**src/rtl/cac_fns_codec_9.sv**
```systemverilog
// rtl/cac_fns_codec_9.sv - FNS crosstalk-avoidance codec: registered encoder, combinational decoder
// Defining CAC_CODE_CHK_EN adds the code_err output and its codeword checker.
module cac_fns_codec_9 #(
  parameter int DATA_W = 6,
  parameter int TSV_W  = 9
) (
  input  logic              clock,
  input  logic              reset,
  input  logic [DATA_W-1:0] datain,
  output logic [TSV_W-1:0]  tsv,
  input  logic [TSV_W-1:0]  tsv_in,
`ifdef CAC_CODE_CHK_EN
  output logic [DATA_W-1:0] dataout,
  output logic              code_err
`else
  output logic [DATA_W-1:0] dataout
`endif
);

`ifdef CAC_CODE_CHK_EN
  localparam int RANK_W = DATA_W + 1;
`else
  localparam int RANK_W = DATA_W;
`endif

  // Valid words below 2^j: the weight of a 1 at position j.
  function automatic logic [5:0] f_weight(input int j);
    case (j)
      0:       f_weight = 6'd1;
      1, 2:    f_weight = 6'd2;
      3, 4:    f_weight = 6'd5;
      5, 6:    f_weight = 6'd13;
      default: f_weight = 6'd34;
    endcase
  endfunction

  logic [TSV_W:0]     w_enc_ext;
  logic [DATA_W-1:0]  w_enc_rem;
  logic [5:0]         w_enc_z;
  logic [TSV_W-1:0]   r_tsv;

  // Greedy unranking: a 0 below an already-set odd wire is illegal, so its weight drops to 0.
  always_comb begin
    w_enc_ext = '0;
    w_enc_rem = datain;
    w_enc_z   = '0;
    for (int j = TSV_W - 1; j >= 0; j--) begin
      w_enc_z = f_weight(j);
      if ((j % 2 == 0) && w_enc_ext[j+1]) begin
        w_enc_z = '0;
      end
      if (w_enc_rem >= w_enc_z) begin
        w_enc_ext[j] = 1'b1;
        w_enc_rem    = w_enc_rem - w_enc_z;
      end
    end
  end

  always_ff @(posedge clock or posedge reset) begin
    if (reset) begin
      r_tsv <= '0;
    end else begin
      r_tsv <= w_enc_ext[TSV_W-1:0];
    end
  end

  assign tsv = r_tsv;

  logic [TSV_W:0]     w_dec_ext;
  logic [TSV_W-1:0]   w_odd_ok;
  logic               w_pfx_ok;
  logic               w_zero_ok;
  logic [RANK_W-1:0]  w_rank;

  assign w_dec_ext = {1'b0, tsv_in};

  always_comb begin
    w_odd_ok = '1;
    for (int i = 1; i < TSV_W - 1; i += 2) begin
      w_odd_ok[i] = ~tsv_in[i] | (tsv_in[i-1] & tsv_in[i+1]);
    end
  end

  // Exact count of valid words below tsv_in, also for invalid inputs: a set bit j
  // contributes only if the bits above it, with bit j cleared, can still be valid.
  always_comb begin
    w_rank    = '0;
    w_pfx_ok  = 1'b1;
    w_zero_ok = 1'b1;
    for (int j = 0; j < TSV_W; j++) begin
      w_pfx_ok = 1'b1;
      for (int i = j + 2; i < TSV_W; i++) begin
        if (!w_odd_ok[i]) begin
          w_pfx_ok = 1'b0;
        end
      end
      w_zero_ok = !((j % 2 == 0) && w_dec_ext[j+1]);
      if (tsv_in[j] && w_pfx_ok && w_zero_ok) begin
        w_rank = w_rank + RANK_W'(f_weight(j));
      end
    end
  end

  assign dataout = w_rank[DATA_W-1:0];

`ifdef CAC_CODE_CHK_EN
  assign code_err = ~&w_odd_ok | w_rank[DATA_W];
`endif

endmodule

```
**config.mk**
```make
export PLATFORM = sky130hd
export DESIGN_NAME = cac_fns_codec_9
export DESIGN_NICKNAME = d
export VERILOG_FILES = /design/src/rtl/cac_fns_codec_9.sv
export SDC_FILE = /design/constraint.sdc
export NUM_CORES = 1
export LEC_CHECK = 0
export CORE_ASPECT_RATIO = 0.7
export CORE_UTILIZATION = 52
export CTS_CLUSTER_SIZE = 30
export DETAILED_ROUTE_END_ITERATION = 8
export HOLD_SLACK_MARGIN = 0.06
export PLACE_DENSITY = 0.78
export SYNTH_ARGS = -nofsm -noshare
export SYNTH_HDL_FRONTEND = slang
export SYNTH_SLANG_ARGS = --single-unit
```
**constraint.sdc**
```tcl
create_clock -name clock -period 7.5 [get_ports clock]
set_input_delay 1.5 -clock clock [delete_from_list [all_inputs] [get_ports clock]]
set_output_delay 1.5 -clock clock [all_outputs]
set_load 0.01 [all_outputs]
```
==> flow_results.org, run 1 <==
** Synth
- The netlist uses 76 different library cells.
- Synthesized cell area :: 2570 um^2
- Sequential cells were found to cover 8.78% of the synthesized design area.
- Top_reg_cell synth :: dfrtp_1
- Number of flops mapped to enable cells by yosys :: 0
- Average size of a mapped cell :: 7.90 um^2
- In the synthesized netlist, the number of instances is 325.
- Flop and latch count out of synthesis :: 9
- Syn nets :: 364
- Post-synth ARST share :: 100%
- Synthesis Warnings :: 0

** Status
- The first error in the log reads "[ERROR DPL-0038] Utilization greater than 100%, impossible to legalize".
- Status :: did not finish
- Stopping stage :: 4_1_cts

** Clock network
- Resize count post-CTS :: ~90
- Buffers inserted during clock tree synthesis total 3.
- No sink is reached through more buffers than the 2 on the longest clock path.
- Clock sinks :: 9
- CTS Root Buffer Type :: clkbuf_8
- In this run, post-CTS hold repair placed 0 buffers.
- Total setup buffers inserted after CTS :: 29
- Number of H-tree branching levels :: 1

** Die
- Die height :: 60.8 um
- The floorplan has 20 rows.
- Chip width :: approximately 86 um
- Once the floorplan was initialized, standard cells occupied a little under three fifths of the core.
- 32 I/O pins were placed.

** Place
- Half-perimeter wire length after placement :: 7800 um
- PortBufs :: 31
- Final weighted congestion of routability-driven global placement :: 0.994
==> kinds of logic after synthesis <==
kind of cell,count (synthesis),synth area share (%)
buffers and inverters,38,6.48
and+or+nand+nor,110,25.5
adders and majority gates,22,11.0
xor gates and xnor gates,24,8.19
AOI/OAI and AO/OA,106,33.0
DFF,9,8.78
muxes,16,7.07
==> cell usage after synthesis, drive strengths merged, types with 5 or more instances <==
| library cell | number | share of area (%) |
|---|---|---|
| o21ai | 12 | 2.3 |
| nand2b | 9 | 2.2 |
| a211oi | 11 | 4.2 |
| and2 | 6 | 1.6 |
| xor2 | 5 | 1.7 |
| inv | 27 | 3.9 |
| mux2 | 7 | 3.1 |
| o211ai | 5 | 1.7 |
| ha | 21 | 10 |
| dfrtp | 9 | 8.8 |
| nor3 | 5 | 0.97 |
| a211o | 6 | 2.0 |
| a31oi | 6 | 1.5 |
| a21oi | 17 | 3.5 |
| nor4 | 5 | 2.4 |
| nand2 | 27 | 3.9 |
| nand3 | 7 | 1.4 |
| nor2b | 8 | 2.0 |
| mux2i | 9 | 4.0 |
| xnor2 | 19 | 6.5 |
| clkbuf | 8 | 1.2 |
| nor2 | 20 | 2.9 |
==> stage by stage <==
stage	setup slack, ns	std cells	setup TNS (ns)	hold WS (ns)	instance area [um^2]
floorplan	-0.481	325	-0.481	1.33	2800
detailed placement	-1.22	539	-6.31	1.78	4070
global placement	-0.825	539	-3.85	1.78	4070
==> inputs of run 2 (changes only) <==
- CORE_ASPECT_RATIO: 0.7 -> unset
- CORE_UTILIZATION: 52 -> 40
- CTS_CLUSTER_SIZE: 30 -> unset
- HOLD_SLACK_MARGIN: 0.06 -> unset
- PLACE_DENSITY: 0.78 -> unset
- PLACE_DENSITY_LB_ADDON: unset -> 0.15
- clock period: 7.5 -> 9.75 ns (I/O delays scaled with it)
==> run 2 against run 1 <==
Net effect: the run now ends clean; synthesized cell count unchanged; area after synthesis unchanged.
==> flow_results.org, run 2 <==
** Synth
- Synth area leaders :: ha_1 (10%), dfrtp_1 (8.8%), xnor2_1 (6.5%)
- The sequential-to-total area share from yosys stat was 8.78% (unchanged).
- The share of async-settable or async-resettable flops after synthesis is 100% (unchanged).
- Number of flops mapped to enable cells by yosys :: 0 (unchanged)
- Cells after Synth :: 325 (unchanged)
- Average size of a mapped cell :: 7.90 um^2 (unchanged)
- The post-synthesis cell type count came to 76 (unchanged).
- The yosys synthesis warning count came to 0 (unchanged).
- Synthesized cell area :: 2570 um^2 (unchanged)
- The area share of the leading cell type in the synthesized netlist is 10.2% (unchanged).
- Of all cell types, the one taking the most synthesized area is ha_1.
- Flop and latch count out of synthesis :: 9 (unchanged)
- Top_reg_cell synth :: dfrtp_1
- The net count after synthesis is 364 (unchanged).
- Counting instances in the post-synthesis netlist gives the leading cell types as inv_1 (27), nand2_1 (27), ha_1 (21), nor2_1 (20), xnor2_1 (19).

** Setup path
- Maximum fanout encountered on the critical timing path :: 6
- At the worst endpoint, the required time is 7.80 ns.
- Endpoint arrival time on the critical path :: 7.43 ns
- Startpoint-to-endpoint class of the critical path :: primary input to output port
- The worst setup path is launched from a primary input.
- STA classifies the critical path endpoint as an output port.

** Run
- Number of max-cap violations :: 0

** Detailed routing
- Violation count after the first detailed-routing iteration :: approximately 110
- Dividing the detail-routed wire length by the instance count gives 13.8 um.
- Number of antenna-violating nets in the routed design :: 0
- First-pass iteration count of the detailed router :: 7
- Post-route DRC :: 0
- After detailed routing, the number of vias per cell comes to 5.84.
- Count of vias placed by the detailed router :: 2618
- Total detailed-routing wirelength :: between 6000 and 7000 um

** Die
- The number of placement rows was 28 (+40%).
- Die height :: 82.1 um (+35%)
- The effective utilization at floorplan is 42.3% (-14 points).
- Chip width :: 82.1 um (-4.5%)
- The floorplan step defined a die boundary enclosing 6740 um^2.
- Core footprint :: 6060 um^2
- The number of ports placed on the die boundary is 32 (unchanged).

** Pwr
- Reported leakage power :: 1.31 nW
- In this run the power density over the cells is 173 nW/um^2.
- The worst-case IR drop observed on VDD is approximately 0.15 mV.

** GRT
- The first global-routing pass estimated 10300 um of wire.
- The initial antenna violation count came to 0.
- Entering global routing, the biggest net connects 14 pins.
- Total overflow reported by the global router :: 0
- Global routing used 18.8% of the available tracks across all layers.
- The number of global-route vias before repair was between 2000 and 2500.

** Place
- Final weighted congestion of routability-driven global placement :: 0.856 (-14%)
- PortBufs :: 31 (unchanged)
- Half-perimeter wire length after placement :: 5100 um (-35%)

** Timing
- Achievable frequency :: 0.107 GHz
- Aggregate negative setup slack :: 0 ns
- The worst pin sits at a relative slew slack of a little under three fifths.
- Final count of negative-setup-slack endpoints :: 0
- After layout, the worst path uses a little over nine tenths of the clock period.
- The clock period could shrink to 9.38 ns.
- Final count of pins violating max slew :: 0
- Number of hold violations in the final report :: 0
- For the pin with the worst max-slew slack, the measured transition is 0.658 ns.

** Clock network
- CTS placed an instance of clkbuf_8 at the clock tree root.
- Clock sinks :: 9 (unchanged)
- After clock tree synthesis, the clock-pin slew on the worst setup and hold paths is 0.04 ns.
- The number of levels in the clock H-tree was 1 (unchanged).
- Number of buffers created by CTS :: 3 (unchanged)
- The largest buffer count on any clock path came to 2 (unchanged).
- CTS tree :: done

** Finish
- Most common library cell in the layout ignoring fill and taps :: clkdlybuf4s50_1
- Top library cells by usage in the layout, fill and taps aside :: clkdlybuf4s50_1 (30), nand2_1 (27), inv_1 (27)
- The net count of the finished layout is 413.
- The repair_antennas step left the layout with diodes totalling 0.
- Cells with a size suffix above 1 make up 17.4% of the layout.
- Syn-to-layout area delta :: 23.4%
- Fill cells in the final layout number 603.
- Post-layout utilization of the core :: 52.3%
- Number of flip-flops under the largest register name :: 9

** Status
- Status :: finished, final reports clean

** Hold path
- The tightest min-delay check is of the primary input to asynchronous set/reset pin type.
==> run 2: cell counts after synthesis <==
No cell type changed its count.
==> run 2: final timing paths <==
check	start	end	slack (ns)	cells after the start
setup / recovery	tsv_in[8]	dataout[5]	0.37	20
hold / removal	reset	tsv[4]	1.97	2
max in group asynchronous	reset	tsv[7]	7.54	2
min in group clock	datain[5]	tsv[8]	2.59	2
==> run 2: cells by family (layout without fill, tap and decap cells) <==
logic type	count (synthesis)	in the layout	share of synthesized area, %
AND/OR/NAND/NOR	110	110	25.5
AO/OA/AOI/OAI	106	106	33.0
buffers and inverters	38	86	6.48
XOR/XNOR	24	24	8.19
adder cells (fa/ha/maj)	22	22	11.0
multiplexers	16	16	7.07
flip-flops	9	9	8.78
==> run 2: critical path: stages <==
cell             delay (ns)
clkdlybuf4s50_1        0.58
nand2b_1               0.14
o221ai_1               0.15
a21oi_1                0.18
and3b_1                0.28
fa_1                   0.46
mux2_2                 0.29
ha_1                   0.28
mux2_2                 0.29
ha_1                   0.29
mux2_2                 0.30
ha_1                   0.31
mux2i_2                0.21
inv_1                  0.07
ha_1                   0.26
mux2_2                 0.29
ha_1                   0.22
a31oi_1                0.16
xor2_1                 0.16
clkdlybuf4s50_1        0.55
==> run 2: report_power, final <==
part           leakage, nW  switching (mW)  internal (mW)  total [mW]
logic                 1.19           0.242          0.216       0.458
registers           0.0961         0.00167         0.0451      0.0468
clock network       0.0228          0.0135         0.0284      0.0419
==> run 2: area by class of cell <==
| cell class | instances | area, um^2 | share of cell area [%] |
|---|---|---|---|
| sequential | 9 | 225 | 7.11 |
| clock buffer | 4 | 45.0 | 1.42 |
| timing repair buffer | 55 | 493 | 15.6 |
| tap | 75 | 93.8 | 2.96 |
| multi-input combinational | 278 | 2210 | 69.7 |
| inverter | 27 | 101 | 3.20 |
==> run 2: through the flow <==
step	hold slack (ns)	std cells	power (mW)	worst slack (ns)	cell area, um^2
6_report	1.97	448	0.547	0.365	3170
3_3_place_gp	2.22	440	0.478	0.220	3060
5_1_grt	2.02	448	0.604	-0.0178	3170
4_1_cts	1.98	444	0.529	0.214	3100
3_5_place_dp	2.23	440	0.485	0.0771	3060
2_1_floorplan	1.78	325	0.365	0.646	2570
==> run 2: routing by layer <==
metal  track usage [%]  wire length, um
met2              33.8             2840
met4              3.16               44
met3             0.549              294
met1              25.1             2980
met5                 0                0
==> run 2: what timing repair did <==
| action | in CTS | in global routing |
|---|---|---|
| hold buffers | 0 | 0 |
| buffers inserted | 0 | 4 |
| endpoints found under the setup margin | 0 | 3 |
| resized for setup | 0 | 8 |
Note: power is estimated with default switching activity, not from simulation.
==> inputs of run 3 (changes only) <==
- CAP_MARGIN: unset -> 10
- CTS_CLUSTER_DIAMETER: unset -> 100
==> results of run 3 <==
Same layout as run 2: the final DEF is identical, and so are final timing and power.
==> inputs of run 4 (changes only) <==
- CORE_UTILIZATION: 40 -> 29
==> run 4 against run 3 <==
Net effect: sequential power about the same; setup slack improved by 0.077 ns; critical path type unchanged; combinational power increased by 2%; sequential share of layout area decreased by 0.21 points; largest cell class unchanged; count of clock-buffer cells in the layout unchanged; total power increased by 1.6%; core utilization decreased by 13 points; final cell count increased by 8.3%.
==> flow_results.org, run 4 (synthesis results as in run 2) <==
** Setup path
- The worst setup path is launched from a primary input.
- The critical path is of the primary input to output port type.
- Endpoint arrival time on the critical path :: 7.36 ns (-0.07 ns)
- Tracing the worst setup path back leads to its startpoint at tsv_in[5].
- The worst setup path is captured at an output port.
- Required time of the worst setup path :: 7.80 ns (about the same)
- The most critical setup path has its endpoint at dataout[5].
- Maximum fanout encountered on the critical timing path :: 4 (-2)

** Die
- Initial cell density of the core :: 30.6% (-12 points)
- The number of ports placed on the die boundary was 32 (unchanged).
- Die height :: 96.1 um (+17%)
- The die boundary width came to 96.1 um (+17%).
- Die area :: 9230 um^2 (+37%)
- The number of placement rows is 33 (+18%).
- Core footprint :: 8380 um^2 (+38%)

** Pwr
- Proportion of power drawn by flip-flops and latches :: 8.4% (-0.2 points)
- Sw Pwr :: 0.255 mW (-1.0%)
- The share of power burned in the clock network was 7.5% (-0.2 points).
- The internal power summed over all cells is 0.301 mW (+3.9%).
- The power density normalized to cell area came to 170 nW/um^2 (-1.4%).
- The worst supply voltage drop on vdd was 0.0814 mV (-47%).
- The portion of total power attributed to combinational logic was 84.1% (+0.3 points).
- The total power was 0.556 mW (+1.6%).
- Switching power as a share of total power :: 45.9% (-1.2 points)
- Reported leakage power :: 1.37 nW (+5.1%)

** Place
- Half-perimeter wire length after placement :: 5450 um (+6.8%)
- Post-place instance area :: 3180 um^2 (+3.9%)
- Final weighted congestion of routability-driven global placement :: 0.800 (-6.6%)
- The number of buffers added on ports came to 31 (unchanged).
- DP Worst Slack :: 0.228 ns (+0.151 ns)
- Cell total after placement :: 481 (+9.3%)

** Finish
- Number of flip-flops under the largest register name :: 9 (unchanged)
- Final instance count without filler cells :: 485 (+8.3%)
- Leaving out fill and tap cells, the most frequent cell in the layout is buf_4.
- The count of nets after finishing came to 420 (+1.7%).
- The summed area of non-filler cells in the final layout was 3260 um^2 (+3.0%).
- The post-route core utilization is 38.9% (-13 points).
- The number of antenna diodes is 0 (unchanged).
- Relative to the synthesized area, the layout overhead comes to 27.1%.
- In the layout the commonest cells are buf_4 (31), clkdlybuf4s50_1 (27), inv_1 (26), nand2_1 (26).
- Layout cell share with drive strength beyond 1 :: 18.9% (+1.5 points)

** Timing
- The share of the clock period used by the worst path is 95.5% (-0.79 points).
- The count of endpoints failing hold in the final timing report was 0 (unchanged).
- Setup repair after global routing left no endpoint under its margin.
- Achievable frequency :: 0.107 GHz (+0.83%)
- Final count of pins violating max slew :: 0 (unchanged)
- Aggregate negative setup slack :: 0 ns (unchanged)
- Post-route worst setup slack :: 0.442 ns (+0.0769 ns)
- Transition at the pin with the smallest max-transition slack :: 0.640 ns (-0.0183 ns)
- The number of setup violations in the final report is 0 (unchanged).
- Minimum clock period after layout :: 9.31 ns (-0.0769 ns)
- The worst slew margin relative to its limit is 57.4% (+1.2 points).
- Final-layout worst hold slack :: 1.99 ns (+0.0179 ns)

** Detailed routing
- Per-cell routed wire length :: 13.4 um (-2.8%)
- Routed via count divided by cell count :: 5.47 (-6.4%)
- Total detailed-routing wirelength :: 6480 um (+5.2%)
- The number of iterations in the first detailed-routing pass is 5 (-2).
- The total number of vias was 2652 (+1.3%).
- The number of DRC markers after the initial detailed-route iteration is 102 (-8.9%).
- The remaining design rule violation count is 0 (unchanged).
- Number of antenna-violating nets in the routed design :: 0 (unchanged)

** Clock network
- The largest buffer count on any clock path was 2 (unchanged).
- Clock transition at the registers of the reported paths :: 0.04 ns (about the same)
- Number of H-tree branching levels :: 1 (unchanged)
- The root buffer cell chosen for the clock tree is clkbuf_8.
- The total number of clock tree sinks is 9 (unchanged).
- Number of buffers created by CTS :: 3 (unchanged)
- TritonCTS built the clock tree.
- CTS hold repair buffers :: 0 (unchanged)

** Status
- Status :: finished, final reports clean

** GRT
- First-pass GRT wire length :: 11200 um (+8.8%)
- The number of global-route vias before repair was 2478 (+6.1%).
- The pin count of the biggest net entering global routing is 14 (unchanged).
- The initial antenna violation count was 0 (unchanged).
- The overall overflow remaining after global route was 0 (unchanged).
- The global router's overall resource usage is 14.9% (-4.0 points).

** Hold path
- Class of the tightest hold or removal check :: primary input to asynchronous set/reset pin

** Run
- Number of max-cap violations :: 0 (unchanged)
-- run 4: per-layer routing --
layer  share of wire [%]  vias to the layer above  track usage, %
li1                    -                     1345               -
met1                  48                     1226            20.2
met2                  46                       73            25.6
met3                 4.3                        8           0.948
met4                0.97                        0            3.23
met5                   0                        -               0
-- run 4: what timing repair did --
item | CTS | global route
gates resized for setup | 0 | 11
endpoints found under the setup margin | 0 | 3
setup buffers | 0 | 0
-- run 4: worst max-delay path, stage by stage --
cell and delay, ns:
clkdlybuf4s50_1 0.51, inv_1 0.07, o221ai_1 0.31, a21oi_2 0.08, and3b_1 0.25, fa_1 0.47, mux2_2 0.29, ha_1 0.29
mux2_2 0.29, ha_1 0.28, mux2_2 0.30, ha_1 0.29, mux2i_1 0.23, inv_1 0.07, ha_1 0.26, mux2_2 0.29
ha_1 0.22, a31oi_1 0.17, xor2_1 0.17, clkdlybuf4s50_1 0.55
-- run 4: area by class of cell --
cell class	instances	area (um^2)
clock buffers	4	45.0
fillers	848	5120
inverters	27	101
multi-input cells	278	2210
flip-flops and latches	9	225
well taps	105	131
repair buffers	62	553
-- run 4: how the worst min path moves through the flow --
stage	start	to	slack, ns	cells past startpoint
finish	reset	tsv[3]	1.99	2
floorplan	reset	tsv[0]	1.78	1
global placement	reset	tsv[2]	2.23	2
CTS	reset	tsv[3]	2.00	2
detailed placement	reset	tsv[3]	2.24	2
global route	reset	tsv[4]	2.03	2
-- run 4: power groups by stage --
| stage | Sequential (mW) | Combinational (mW) | Clock, mW |
|---|---|---|---|
| global route | 0.0480 | 0.523 | 0.0455 |
| detailed placement | 0.0473 | 0.464 | 0 |
| floorplan | 0.0516 | 0.313 | 0 |
| CTS | 0.0468 | 0.467 | 0.0430 |
| global placement | 0.0473 | 0.466 | 0 |
| finish | 0.0467 | 0.467 | 0.0417 |
==> variant 1 (settings of run 3) <==
`TSV_W`: 9 -> 18.
--- a/src/rtl/cac_fns_codec_9.sv
+++ b/src/rtl/cac_fns_codec_9.sv
@@ -4,3 +4,3 @@
   parameter int DATA_W = 6,
-  parameter int TSV_W  = 9
+  parameter int TSV_W  = 18
 ) (
Ports: changed (resized tsv and tsv_in); port bits go from 32 to 50. The function was not compared with the original's and may differ.
==> variant 1 against run 3 <==
Worst setup slack got worse by 6900 ps. Core utilization increased by 28 points. Area after synthesis increased by 120%. Sequential power increased by 95%. Sequential share of layout area decreased by 3.1 points. Sequential cell count increased by 9. Total power increased to 4.6 times the old value. The run now ends with setup timing left. Design area increased to 3.5 times the old value. Cell count increased to 3.1 times the old value. Largest power group unchanged. Wire length increased to 3.9 times the old value. Count of clock-buffer cells in the layout unchanged.
==> variant 1: results <==
status:
  status: "complete, but fails checks"
  violations: "setup timing"
global_routing:
  antenna_found_initial: 0
  met3_usage: 0.01217
  use_met1: 0.3508
  grt_usage: 0.2878
  grt_pass1_wl_mm: 35.14
  grt_max_degree: 19
  grt_pass1_vias: 7666
  grt_use_met2: 0.5403
critical_path:
  cp-startpoint: "datain[1]"
  cp.required_ps: 9910
  cp_max_fo: 5
  crit_path_top_delay_cell: "a311o_2"
  max_stage_delay_ps: 380
placed_design:
  post-place-ws_ps: -7413
  port-buffer-count: 49
  gp_congestion: 0.9374
  dp_hpwl_mm: 16.79
synthesis:
  synth_nets: 850
  synthArstFlopShare: 1.000
  yosysUniqueCellTypes: 104
  synth_commonest_cells: "nand2_1 (79), nor2_1 (52), inv_1 (50), ha_1 (43), xnor2_1 (40)"
  ys.flop_type: "dfrtp_1"
  synth-seq-area-share: 0.07847
  synth_area_leaders: "ha_1 (9.4%), dfrtp_1 (7.8%), xnor2_1 (6.1%), nand2_1 (5.2%), xor2_1 (4.0%)"
  syn_avg_cell_area_sq_um: 7.360
route:
  dr.pass1.iters: 5
  wl_per_cell_um: 16.94
  via_per_inst: 5.746
  totalWireLength_mm: 23.91
  drt_iter0_drc: 438
final_layout:
  nNetsFinal: 1302
  nFillCells: 872
  layout-drive-gt1-share: 0.5467
  largest_reg_flops: 18
power_and_ir_drop:
  leakagePower_uw: 0.004949
  ir_drop_mv: 0.4127
worst_hold_path:
  hold_path_class: "input pin to flip-flop"
timing:
  setup_viol: 13
  maxSlewHeadroom: 0.2763
  worst_slack_ps: -6547
clock_network:
  cts_root_buffer: "clkbuf_16"
  clk_pin_slew_ps: 70
## variant 1: cell types whose count changed in the layout (fill, tap and decap cells not counted), sizes merged, moves of 17 or more
cell	before	now
a21oi	17	41
a31oi	6	23
buf	24	431
ha	21	43
inv	27	55
nand2	27	79
nand3	7	25
nor2	20	54
o21ai	12	32
xnor2	19	40
xor2	5	26
## variant 1: metrics by stage
| step | power, uW | setup TNS, ps | utilization | area [sq um] |
|---|---|---|---|---|
| after global routing | 2656 | -51840 | 0.7984 | 11130 |
| after global placement | 1735 | -52350 | 0.6865 | 9567 |
| final | 2509 | -46450 | 0.7984 | 11130 |
| after CTS | 2092 | -49170 | 0.7373 | 10270 |
| after floorplan | 1081 | -44690 | - | 6501 |
| after detailed placement | 1814 | -59080 | 0.6865 | 9567 |
## variant 1: cell families (layout without fill, tap and decap cells)
| family | after synthesis | in the layout | synth area share |
|---|---|---|---|
| AND/OR/NAND/NOR | 296 | 296 | 0.2775 |
| AO/OA/AOI/OAI | 254 | 254 | 0.3453 |
| buffers and inverters | 77 | 528 | 0.05405 |
| XOR/XNOR | 66 | 66 | 0.1007 |
| adder cells (fa/ha/maj) | 44 | 44 | 0.09721 |
| multiplexers | 25 | 25 | 0.04686 |
| flip-flops | 18 | 18 | 0.07847 |
## variant 1: final timing paths
| check | end | slack [ps] | cells after the start |
|---|---|---|---|
| max | tsv[0]$_DFF_PP0_ | -6550 | 99 |
| min | tsv[17]$_DFF_PP0_ | 2070 | 2 |
| max in group asynchronous | tsv[12]$_DFF_PP0_ | 7030 | 2 |
| min in group asynchronous | tsv[3]$_DFF_PP0_ | 2170 | 2 |
## variant 1: worst max-delay path, delay by kind of cell
kind	cells	cell delay, ps
AND/OR/NAND/NOR	31	3710
buffers and inverters	21	2160
XOR/XNOR	2	300
adder cells (fa/ha/maj)	14	2490
AO/OA/AOI/OAI	31	5800
## variant 1: area by class of cell
cell class / count / area (sq um) / share of cell area
clock buffer: 4 / 88.84 / 0.007985
timing repair buffer: 469 / 3715 / 0.3339
sequential: 18 / 450.4 / 0.04049
inverter: 55 / 234.0 / 0.02103
multi-input combinational: 685 / 6412 / 0.5764
tap: 180 / 225.2 / 0.02024
## variant 1: where the power goes
group          leakage (uW)  internal [uW]  switching (uW)
registers          0.000220           86.6            4.64
logic               0.00469           1210            1100
clock network     0.0000442           63.0            40.2
total               0.00495           1360            1150
## variant 1: timing repair
item                                    CTS  global route
gates resized for setup                 114           107
cloned                                    0             0
endpoints found under the setup margin   14            15
pin swaps                                69            86
setup buffers                            42            52
## variant 1: routing by layer
layer	part of all wire	vias up
met5	0	-
met3	0.037	82
met4	0.035	0
li1	-	3851
met2	0.52	286
met1	0.41	3889
==> variant 2 (flow settings as in run 3) <==
Without the edit above. Add an input register stage for `datain` and `tsv_in`, cleared by the reset; this delays them by one clock.
--- a/src/rtl/cac_fns_codec_9.sv
+++ b/src/rtl/cac_fns_codec_9.sv
@@ -18,2 +18,15 @@
 );
+
+  logic [DATA_W-1:0] datain_q;
+  logic [TSV_W-1:0] tsv_q;
+
+  always_ff @(posedge clock or posedge reset) begin
+    if (reset) begin
+      datain_q <= '0;
+      tsv_q    <= '0;
+    end else begin
+      datain_q <= datain;
+      tsv_q    <= tsv_in;
+    end
+  end
 
@@ -44,3 +57,3 @@
     w_enc_ext = '0;
-    w_enc_rem = datain;
+    w_enc_rem = datain_q;
     w_enc_z   = '0;
@@ -74,3 +87,3 @@
 
-  assign w_dec_ext = {1'b0, tsv_in};
+  assign w_dec_ext = {1'b0, tsv_q};
 
@@ -79,3 +92,3 @@
     for (int i = 1; i < TSV_W - 1; i += 2) begin
-      w_odd_ok[i] = ~tsv_in[i] | (tsv_in[i-1] & tsv_in[i+1]);
+      w_odd_ok[i] = ~tsv_q[i] | (tsv_q[i-1] & tsv_q[i+1]);
     end
@@ -97,3 +110,3 @@
       w_zero_ok = !((j % 2 == 0) && w_dec_ext[j+1]);
-      if (tsv_in[j] && w_pfx_ok && w_zero_ok) begin
+      if (tsv_q[j] && w_pfx_ok && w_zero_ok) begin
         w_rank = w_rank + RANK_W'(f_weight(j));
Behaviour: not the same (a bounded check fails within 4 cycles, from zero or initial values and one cycle with reset high).
==> variant 2 against run 3 <==
Worst setup slack improved by 300 ps. Hold slack got worse by 1300 ps. Design area rose by 4.1%. Total power rose by 25%. Combinational power rose by 10%. Wire length rose by 2.3%. Sequential cell count rose by 15. Area after synthesis rose by 9.8%. Via count fell by 4.0%. Critical path depth rose by 26. Largest cell class unchanged.
==> variant 2: results <==
status:
  status: "finished, final reports clean"
global_routing:
  met3_usage: 0.01925
  grt_use_met2: 0.2828
  grt_pass1_wl_mm: 10.82
  use_met1: 0.2541
synthesis:
  synth-seq-area-share: 0.2131
  syn_inst: 343
  synth_nets: 382
  yosysUniqueCellTypes: 73
power_and_ir_drop:
  leakagePower_uw: 0.001359
  power_frac_seq: 0.173
  p_int_uw: 367.2
  ir_drop_mv: 0.1040
critical_path:
  cp-startpoint: "datain_q[2]$_DFF_PP0_"
  max_stage_delay_ps: 460
  cp_max_fo: 11
  endpoint_kind: "flip-flop"
  worstPathArrival_ps: 9230
route:
  num_vias: 2514
  routed-wl-met2_mm: 2.762
  drt_iter0_drc: 77
placed_design:
  dp_hpwl_mm: 5.010
  gp_congestion: 0.8435
  post-place-ws_ps: 176.9
  placedCellCount: 463
final_layout:
  stdcell_count: 467
timing:
  worstMarginPinSlew_ps: 934.1
[variant 2: cell types whose count changed after synthesis, sizes merged, moves of 6 or more]
cell	run 3	this run
dfrtp	9	24
a21oi	17	26
nand2	27	35
o21ai	12	20
nor3	5	12
a211oi	11	5
or3	3	9
[variant 2: logic make-up after synthesis]
family,share of synthesized area
AND/OR/NAND/NOR,0.2611
AO/OA/AOI/OAI,0.2296
buffers and inverters,0.05062
XOR/XNOR,0.08348
flip-flops,0.2131
adder cells (fa/ha/maj),0.1004
multiplexers,0.06172
[variant 2: worst min-delay path by stage]
| stage | from | to | slack [ps] | cells past startpoint |
|---|---|---|---|---|
| 2_1_floorplan | datain_q[5]$_DFF_PP0_ | tsv[8]$_DFF_PP0_ | 590 | 2 |
| 6_report | datain_q[5]$_DFF_PP0_ | tsv[8]$_DFF_PP0_ | 690 | 1 |
| 3_3_place_gp | datain_q[5]$_DFF_PP0_ | tsv[8]$_DFF_PP0_ | 670 | 1 |
| 3_5_place_dp | datain_q[5]$_DFF_PP0_ | tsv[8]$_DFF_PP0_ | 670 | 1 |
| 4_1_cts | datain_q[5]$_DFF_PP0_ | tsv[8]$_DFF_PP0_ | 680 | 1 |
| 5_1_grt | datain_q[5]$_DFF_PP0_ | tsv[8]$_DFF_PP0_ | 730 | 1 |
[variant 2: critical path: cells and delay by family (launching register included)]
family          cells  cell delay [ps]
compound gates     10             1810
fa+ha+maj           8             1900
flops               1              460
buf+inv             5              490
xor+xnor            1              140
simple gates       20             3830
mux                 2              340
[variant 2: final cells by class]
| cell class | count | area share |
|---|---|---|
| clock buffer | 3 | 0.01252 |
| inverter | 25 | 0.02845 |
| multi-input combinational | 286 | 0.6419 |
| sequential | 24 | 0.1821 |
| tap | 96 | 0.03642 |
| timing repair buffer | 33 | 0.09863 |
